**config.mk**
```make
export PLATFORM = sky130hd
export DESIGN_NAME = btn_event
export DESIGN_NICKNAME = d
export VERILOG_FILES = /design/src/rtl/btn_event_pkg.sv /design/src/rtl/btn_tick_gen.sv /design/src/rtl/btn_event.sv
export SDC_FILE = /design/constraint.sdc
export NUM_CORES = 1
export LEC_CHECK = 0
export CORE_MARGIN = 3
export CORE_UTILIZATION = 40
export DETAILED_ROUTE_END_ITERATION = 8
export GPL_TIMING_DRIVEN = 0
export PLACE_DENSITY = 0.62
export SETUP_SLACK_MARGIN = 0.02
export SKIP_LAST_GASP = 1
export SLEW_MARGIN = 20
export SYNTH_ARGS = -nofsm -noshare
export SYNTH_HDL_FRONTEND = slang
export SYNTH_HIERARCHICAL = 1
export SYNTH_SLANG_ARGS = --single-unit
```
**constraint.sdc**
```tcl
create_clock -name i_Clk -period 3.6 [get_ports i_Clk]
set_clock_uncertainty 0.1 [all_clocks]
set_input_delay 0.72 -clock i_Clk [delete_from_list [all_inputs] [get_ports i_Clk]]
set_output_delay 0.72 -clock i_Clk [all_outputs]
set_load 0.05 [all_outputs]
```
**src/rtl/btn_event_pkg.sv**
```systemverilog
// Shared types and constants for the button gesture decoder.
// The GAP/PRESS2 states are only reachable when BTN_DOUBLE_CLICK_EN is defined.
package btn_event_pkg;

  typedef enum logic [2:0] {
    ST_IDLE   = 3'd0,
    ST_PRESS  = 3'd1,
    ST_HELD   = 3'd2,
    ST_GAP    = 3'd3,
    ST_PRESS2 = 3'd4
  } state_t;

  localparam logic [1:0] EV_NONE   = 2'b00;
  localparam logic [1:0] EV_SHORT  = 2'b01;
  localparam logic [1:0] EV_LONG   = 2'b10;
  localparam logic [1:0] EV_DOUBLE = 2'b11;

  localparam int MS_CNT_W = 16;

endpackage

```
**src/rtl/btn_tick_gen.sv**
```systemverilog
// Free-running 1 ms tick prescaler: o_tick is high for one cycle every TICK_DIV cycles,
// first asserted so that it is consumed on the TICK_DIV-th clock edge after reset release.
module btn_tick_gen #(
  parameter int TICK_DIV = 25000
) (
  input  logic i_Clk,
  input  logic i_Rst_n,
  output logic o_tick
);

  localparam int CW = (TICK_DIV > 1) ? $clog2(TICK_DIV) : 1;
  localparam logic [CW-1:0] LAST = CW'(TICK_DIV - 1);

  logic [CW-1:0] div_cnt;

  always_ff @(posedge i_Clk or negedge i_Rst_n) begin
    if (!i_Rst_n) begin
      div_cnt <= '0;
    end else if (div_cnt == LAST) begin
      div_cnt <= '0;
    end else begin
      div_cnt <= div_cnt + CW'(1);
    end
  end

  assign o_tick = (div_cnt == LAST);

endmodule

```
**src/rtl/btn_event.sv**
```systemverilog
// Button gesture decoder: classifies a debounced level into SHORT / LONG (/ DOUBLE when
// BTN_DOUBLE_CLICK_EN is defined) events and presents them on a one-deep valid/ready output.
module btn_event
  import btn_event_pkg::*;
#(
  parameter int TICK_DIV    = 25000,
  parameter int LONG_MS     = 800,
  parameter int DBL_MS      = 250,
  parameter bit ACTIVE_HIGH = 1'b1
) (
  input  logic       i_Clk,
  input  logic       i_Rst_n,
  input  logic       i_data,
  output logic [1:0] o_event,
  output logic       o_valid,
  input  logic       i_ready,
  output logic       o_overrun,
  output logic       o_busy,
  output state_t     o_dbg_state
);

  localparam logic [MS_CNT_W-1:0] LONG_LAST = MS_CNT_W'(LONG_MS - 1);
`ifdef BTN_DOUBLE_CLICK_EN
  localparam logic [MS_CNT_W-1:0] DBL_TH    = MS_CNT_W'(DBL_MS);
  localparam logic [MS_CNT_W-1:0] DBL_LAST  = MS_CNT_W'(DBL_MS - 1);
`endif

  logic                tick;
  logic                pressed_raw;
  logic                pressed_q;
  logic                pressed_d;
  logic                press_edge;
  logic                release_edge;
  logic [MS_CNT_W-1:0] ms_cnt;
  logic                ms_clr;
  state_t              state_q;
  state_t              state_d;
  logic                ev_fire;
  logic [1:0]          ev_code;
  logic                can_load;
  logic                take;

  btn_tick_gen #(
    .TICK_DIV (TICK_DIV)
  ) u_tick (
    .i_Clk   (i_Clk),
    .i_Rst_n (i_Rst_n),
    .o_tick  (tick)
  );

  assign pressed_raw = ACTIVE_HIGH ? i_data : ~i_data;

  // Both history bits reset to "released" so a button held across reset yields a fresh press.
  always_ff @(posedge i_Clk or negedge i_Rst_n) begin
    if (!i_Rst_n) begin
      pressed_q <= 1'b0;
      pressed_d <= 1'b0;
    end else begin
      pressed_q <= pressed_raw;
      pressed_d <= pressed_q;
    end
  end

  assign press_edge   =  pressed_q & ~pressed_d;
  assign release_edge = ~pressed_q &  pressed_d;

  always_ff @(posedge i_Clk or negedge i_Rst_n) begin
    if (!i_Rst_n) begin
      ms_cnt <= '0;
    end else if (ms_clr) begin
      ms_cnt <= '0;
    end else if (tick && (ms_cnt != '1)) begin
      ms_cnt <= ms_cnt + MS_CNT_W'(1);
    end
  end

  always_ff @(posedge i_Clk or negedge i_Rst_n) begin
    if (!i_Rst_n) begin
      state_q <= ST_IDLE;
    end else begin
      state_q <= state_d;
    end
  end

  // Thresholds fire on the tick that carries the count to its limit; edges win over ticks.
  always_comb begin
    state_d = state_q;
    ev_fire = 1'b0;
    ev_code = EV_NONE;
    ms_clr  = 1'b0;
    case (state_q)
      ST_IDLE: begin
        if (press_edge) begin
          state_d = ST_PRESS;
          ms_clr  = 1'b1;
        end
      end
      ST_PRESS: begin
        if (release_edge) begin
`ifdef BTN_DOUBLE_CLICK_EN
          state_d = ST_GAP;
          ms_clr  = 1'b1;
`else
          state_d = ST_IDLE;
          ev_fire = 1'b1;
          ev_code = EV_SHORT;
`endif
        end else if (tick && (ms_cnt == LONG_LAST)) begin
          state_d = ST_HELD;
          ev_fire = 1'b1;
          ev_code = EV_LONG;
        end
      end
      ST_HELD: begin
        if (release_edge) begin
          state_d = ST_IDLE;
        end
      end
`ifdef BTN_DOUBLE_CLICK_EN
      ST_GAP: begin
        if (press_edge && (ms_cnt < DBL_TH)) begin
          state_d = ST_PRESS2;
          ms_clr  = 1'b1;
        end else if (tick && (ms_cnt == DBL_LAST)) begin
          state_d = ST_IDLE;
          ev_fire = 1'b1;
          ev_code = EV_SHORT;
        end
      end
      ST_PRESS2: begin
        if (release_edge) begin
          state_d = ST_IDLE;
          ev_fire = 1'b1;
          ev_code = EV_DOUBLE;
        end
      end
`endif
      default: begin
        state_d = ST_IDLE;
      end
    endcase
  end

  // Handshake: a transfer happens on any cycle with o_valid && i_ready; i_ready is don't-care
  // while o_valid is low; o_event holds steady while o_valid is high; a new event loads only
  // into an empty or draining slot, otherwise it is dropped and o_overrun pulses for one cycle.
  assign take     = o_valid & i_ready;
  assign can_load = ~o_valid | i_ready;

  always_ff @(posedge i_Clk or negedge i_Rst_n) begin
    if (!i_Rst_n) begin
      o_event   <= EV_NONE;
      o_valid   <= 1'b0;
      o_overrun <= 1'b0;
    end else begin
      o_overrun <= 1'b0;
      if (ev_fire) begin
        if (can_load) begin
          o_event <= ev_code;
          o_valid <= 1'b1;
        end else begin
          o_overrun <= 1'b1;
        end
      end else if (take) begin
        o_valid <= 1'b0;
      end
    end
  end

  assign o_busy      = (state_q != ST_IDLE);
  assign o_dbg_state = state_q;

endmodule

```
==> out/results.tsv <==
stage	metric	value	unit
worst_setup_path	max_stage_delay	0.70	ns
power_and_ir_drop	total_power	0.000802	W
clock_network	cts_resized	0	
clock_network	cts_tree	done	
min_path	worstHoldPathType	primary input to asynchronous set/reset pin	
floorplan	die_x	77.8	um
synthesis	synthCells	207	
job	maxCapViolCount	0	
grt	grt_max_degree	32	
routing	wl_met3	204	um
synthesis	synthesis.nets	213	
sta	rsz0062_at_grt	false	
worst_setup_path	crit_type	flop to flop	
worst_setup_path	r2r_cells	8	
synthesis	syn_area_per_cell	9.95	um2
routing	firstDrtPassIters	4	
final_layout	fin_nets	231	
final_layout	drive_gt1_frac	0.0973	
final_layout	final_cell_mix	dfrtp_1, nand3_1, a21oi_1	
clock_network	path_clk_slew	0.08	ns
synthesis	yosysWarnings	6	
final_layout	layoutNonFillerInstCount	293	
synthesis	yosysSeqAreaShare	0.474	
sta	setup_violations	0	
grt	antenna_found_initial	0	
power_and_ir_drop	leakage	0.966	nW
clock_network	insertion_delay	0.29	ns
worst_setup_path	worst-r2r-setup-slack	0.31	ns
worst_setup_path	cp.required	3.71	ns
floorplan	start_util	0.425	
worst_setup_path	cpMaxStageDelayCell	nor4_4	
synthesis	synth_cell_type_count	48	
final_layout	insertedDiodeCount	0	
worst_setup_path	crit_chain	ha_1 > clkbuf_1 > nand3_1 > nor4_4 > nand3_1 > nor4_1 > a21boi_2 > mux2i_1	
sta	setup_tns	0	ns
placement	dp_cells	285	
worst_setup_path	cp_data_arrival_time	3.41	ns
power_and_ir_drop	vdd_drop_max	133	uV
final_layout	layout_commonest_cell	dfrtp_1	
sta	fmax	0.304	GHz
floorplan	dieHeight	77.8	um
synthesis	synth_top_flop_cell	dfrtp_1	
grt	grt_pass1_wl	7.27	mm
worst_setup_path	r2r-start	u_tick/div_cnt[0]	
floorplan	fp-row-count	25	
final_layout	area_growth	13.6	%
routing	wl_met1	2.08	mm
worst_setup_path	r2r-end	ms_cnt[11]	
floorplan	design.core.area	0.00485	mm2
sta	worstMarginPinSlew	0.719	ns
clock_network	clkSinkCount	39	
worst_setup_path	critPathMaxFanout	13	
clock_network	clockBufferDepth	2	
routing	vias	1699	
clock_network	holdBufCountCts	0	
worst_setup_path	end_kind	flop	
routing	routed_via_density	5.80	
grt	overflow	0	
synthesis	ys_seq_elements	39	
sta	setup_ws	0.306	ns
routing	met2WireLength	1.90	mm
power_and_ir_drop	powerDensity	343	mW/mm2
clock_network	numCtsBuffers	5	
grt	grt_usage	0.149	
status	status	completed	
clock_network	cts_setup_buffers	0	
worst_setup_path	crit_path_start_kind	flop	
routing	wirelength	4.24	mm
routing	ant_nets	0	
placement	dp_hpwl	2.97	mm
routing	maxUsedRoutingLayer	met4	
clock_network	cts-root-buf	clkbuf_8	
sta	timing_hold_violations_final	0	
floorplan	io_pins	12	
synthesis	syn_area	0.00206	mm2
sta	min_period	3.29	ns
clock_network	htreeDepth	2	
floorplan	die_area	0.00605	mm2
placement	place_congestion	0.902	
routing	wl_per_cell	14.5	um
synthesis	async_flop_share	1.00	
worst_setup_path	cpMostUsedCell	nand3_1	
routing	drc	0	
grt	grt_pass1_vias	1533	
sta	relSlewSlack	0.517	
sta	hold_slack	0.187	ns
placement	io_buffers	10	
synthesis	synth_edf_count	0	
sta	period_share	0.915	
routing	drt_iter0_markers	113	
sta	slew_violations	0	
final_layout	n_fill_cell	448	
placement	preCtsSetupSlack	0.321	ns
[worst max-delay path by stage]
stage	startpoint	end	slack (ns)	depth (start not counted)
final	u_tick/div_cnt[0]	ms_cnt[11]	0.31	8
after global routing	u_tick/div_cnt[0]	ms_cnt[11]	0.1	8
after CTS	u_tick/div_cnt[0]	ms_cnt[11]	0.31	8
after detailed placement	u_tick/div_cnt[0]	ms_cnt[11]	0.32	8
after global placement	u_tick/div_cnt[0]	ms_cnt[11]	0.37	8
after floorplan	u_tick/div_cnt[0]	ms_cnt[11]	0.92	8
[sequential cells by signal, summed over array words and instances, names as in the netlist]
| register | count |
|---|---|
| o_overrun | 1 |
| pressed_d | 1 |
| o_valid | 1 |
| o_dbg_state | 2 |
| o_event | 2 |
| ms_cnt | 16 |
| pressed_q | 1 |
| u_tick/div_cnt | 15 |
[where the power goes]
group / total [W] / switching (W) / internal, W
logic: 0.0000746 / 0.0000509 / 0.0000237
clock network: 0.000281 / 0.000145 / 0.000136
registers: 0.000447 / 0.00000408 / 0.000443
[per-stage QoR]
stage	utilization	cell area (um2)
2_1_floorplan	-	2060
3_3_place_gp	0.463	2240
3_5_place_dp	0.466	2260
4_1_cts	0.483	2340
5_1_grt	0.483	2340
6_report	0.483	2340
[cell usage after synthesis, types with 2 or more instances]
cell	count	area share
dfrtp_1	39	0.47
a21oi_1	15	0.036
nand3_1	15	0.036
nand2_1	12	0.022
o21ai_0	12	0.029
nor3_1	11	0.027
nor4_1	8	0.024
or3_1	7	0.021
xor2_1	7	0.030
a31oi_1	6	0.018
nor2_1	6	0.011
and3_1	4	0.012
and4_1	4	0.017
nand2b_1	4	0.012
nand4_1	4	0.012
nor2b_1	4	0.012
o31ai_1	4	0.015
or4_1	4	0.015
a41oi_1	3	0.013
buf_4	3	0.011
clkbuf_1	3	0.0055
a211oi_1	2	0.0073
a31o_1	2	0.0085
ha_1	2	0.012
inv_1	2	0.0036
nor3b_1	2	0.0073
[metal layers]
metal | global-route usage | up-vias
met5 | 0 | -
li1 | - | 826
met3 | 0.0371 | 4
met2 | 0.221 | 47
met1 | 0.209 | 822
met4 | 0.0534 | 0
[cells by family (layout without fill, tap and decap cells)]
| family | Yosys count | after routing | synth area share |
|---|---|---|---|
| compound gates | 48 | 48 | 0.146 |
| flops | 39 | 39 | 0.474 |
| fa+ha+maj | 2 | 2 | 0.0121 |
| other cells | 1 | 1 | 0.00182 |
| simple gates | 98 | 98 | 0.300 |
| xor+xnor | 8 | 8 | 0.0340 |
| mux | 1 | 1 | 0.00486 |
| buf+inv | 10 | 29 | 0.0279 |
[worst max-delay path: cells and delay by family, from the launching register on]
kind | cells | cell delay, ns
adder cells (fa/ha/maj) | 1 | 0.17
buffers and inverters | 1 | 0.29
flip-flops | 1 | 0.44
AO/OA/AOI/OAI | 1 | 0.31
multiplexers | 1 | 0.19
AND/OR/NAND/NOR | 4 | 1.72
[final cells by class]
type,instances,area [um2],area share
clock inverters,1,5.00,0.00214
multi-input cells,158,1030,0.439
repair buffers,11,115,0.0492
flip-flops and latches,39,976,0.417
plain buffers,8,50.0,0.0214
clock buffers,7,76.3,0.0326
inverters,2,7.51,0.00321
well taps,67,83.8,0.0358
(Power assumes the default switching activity.)
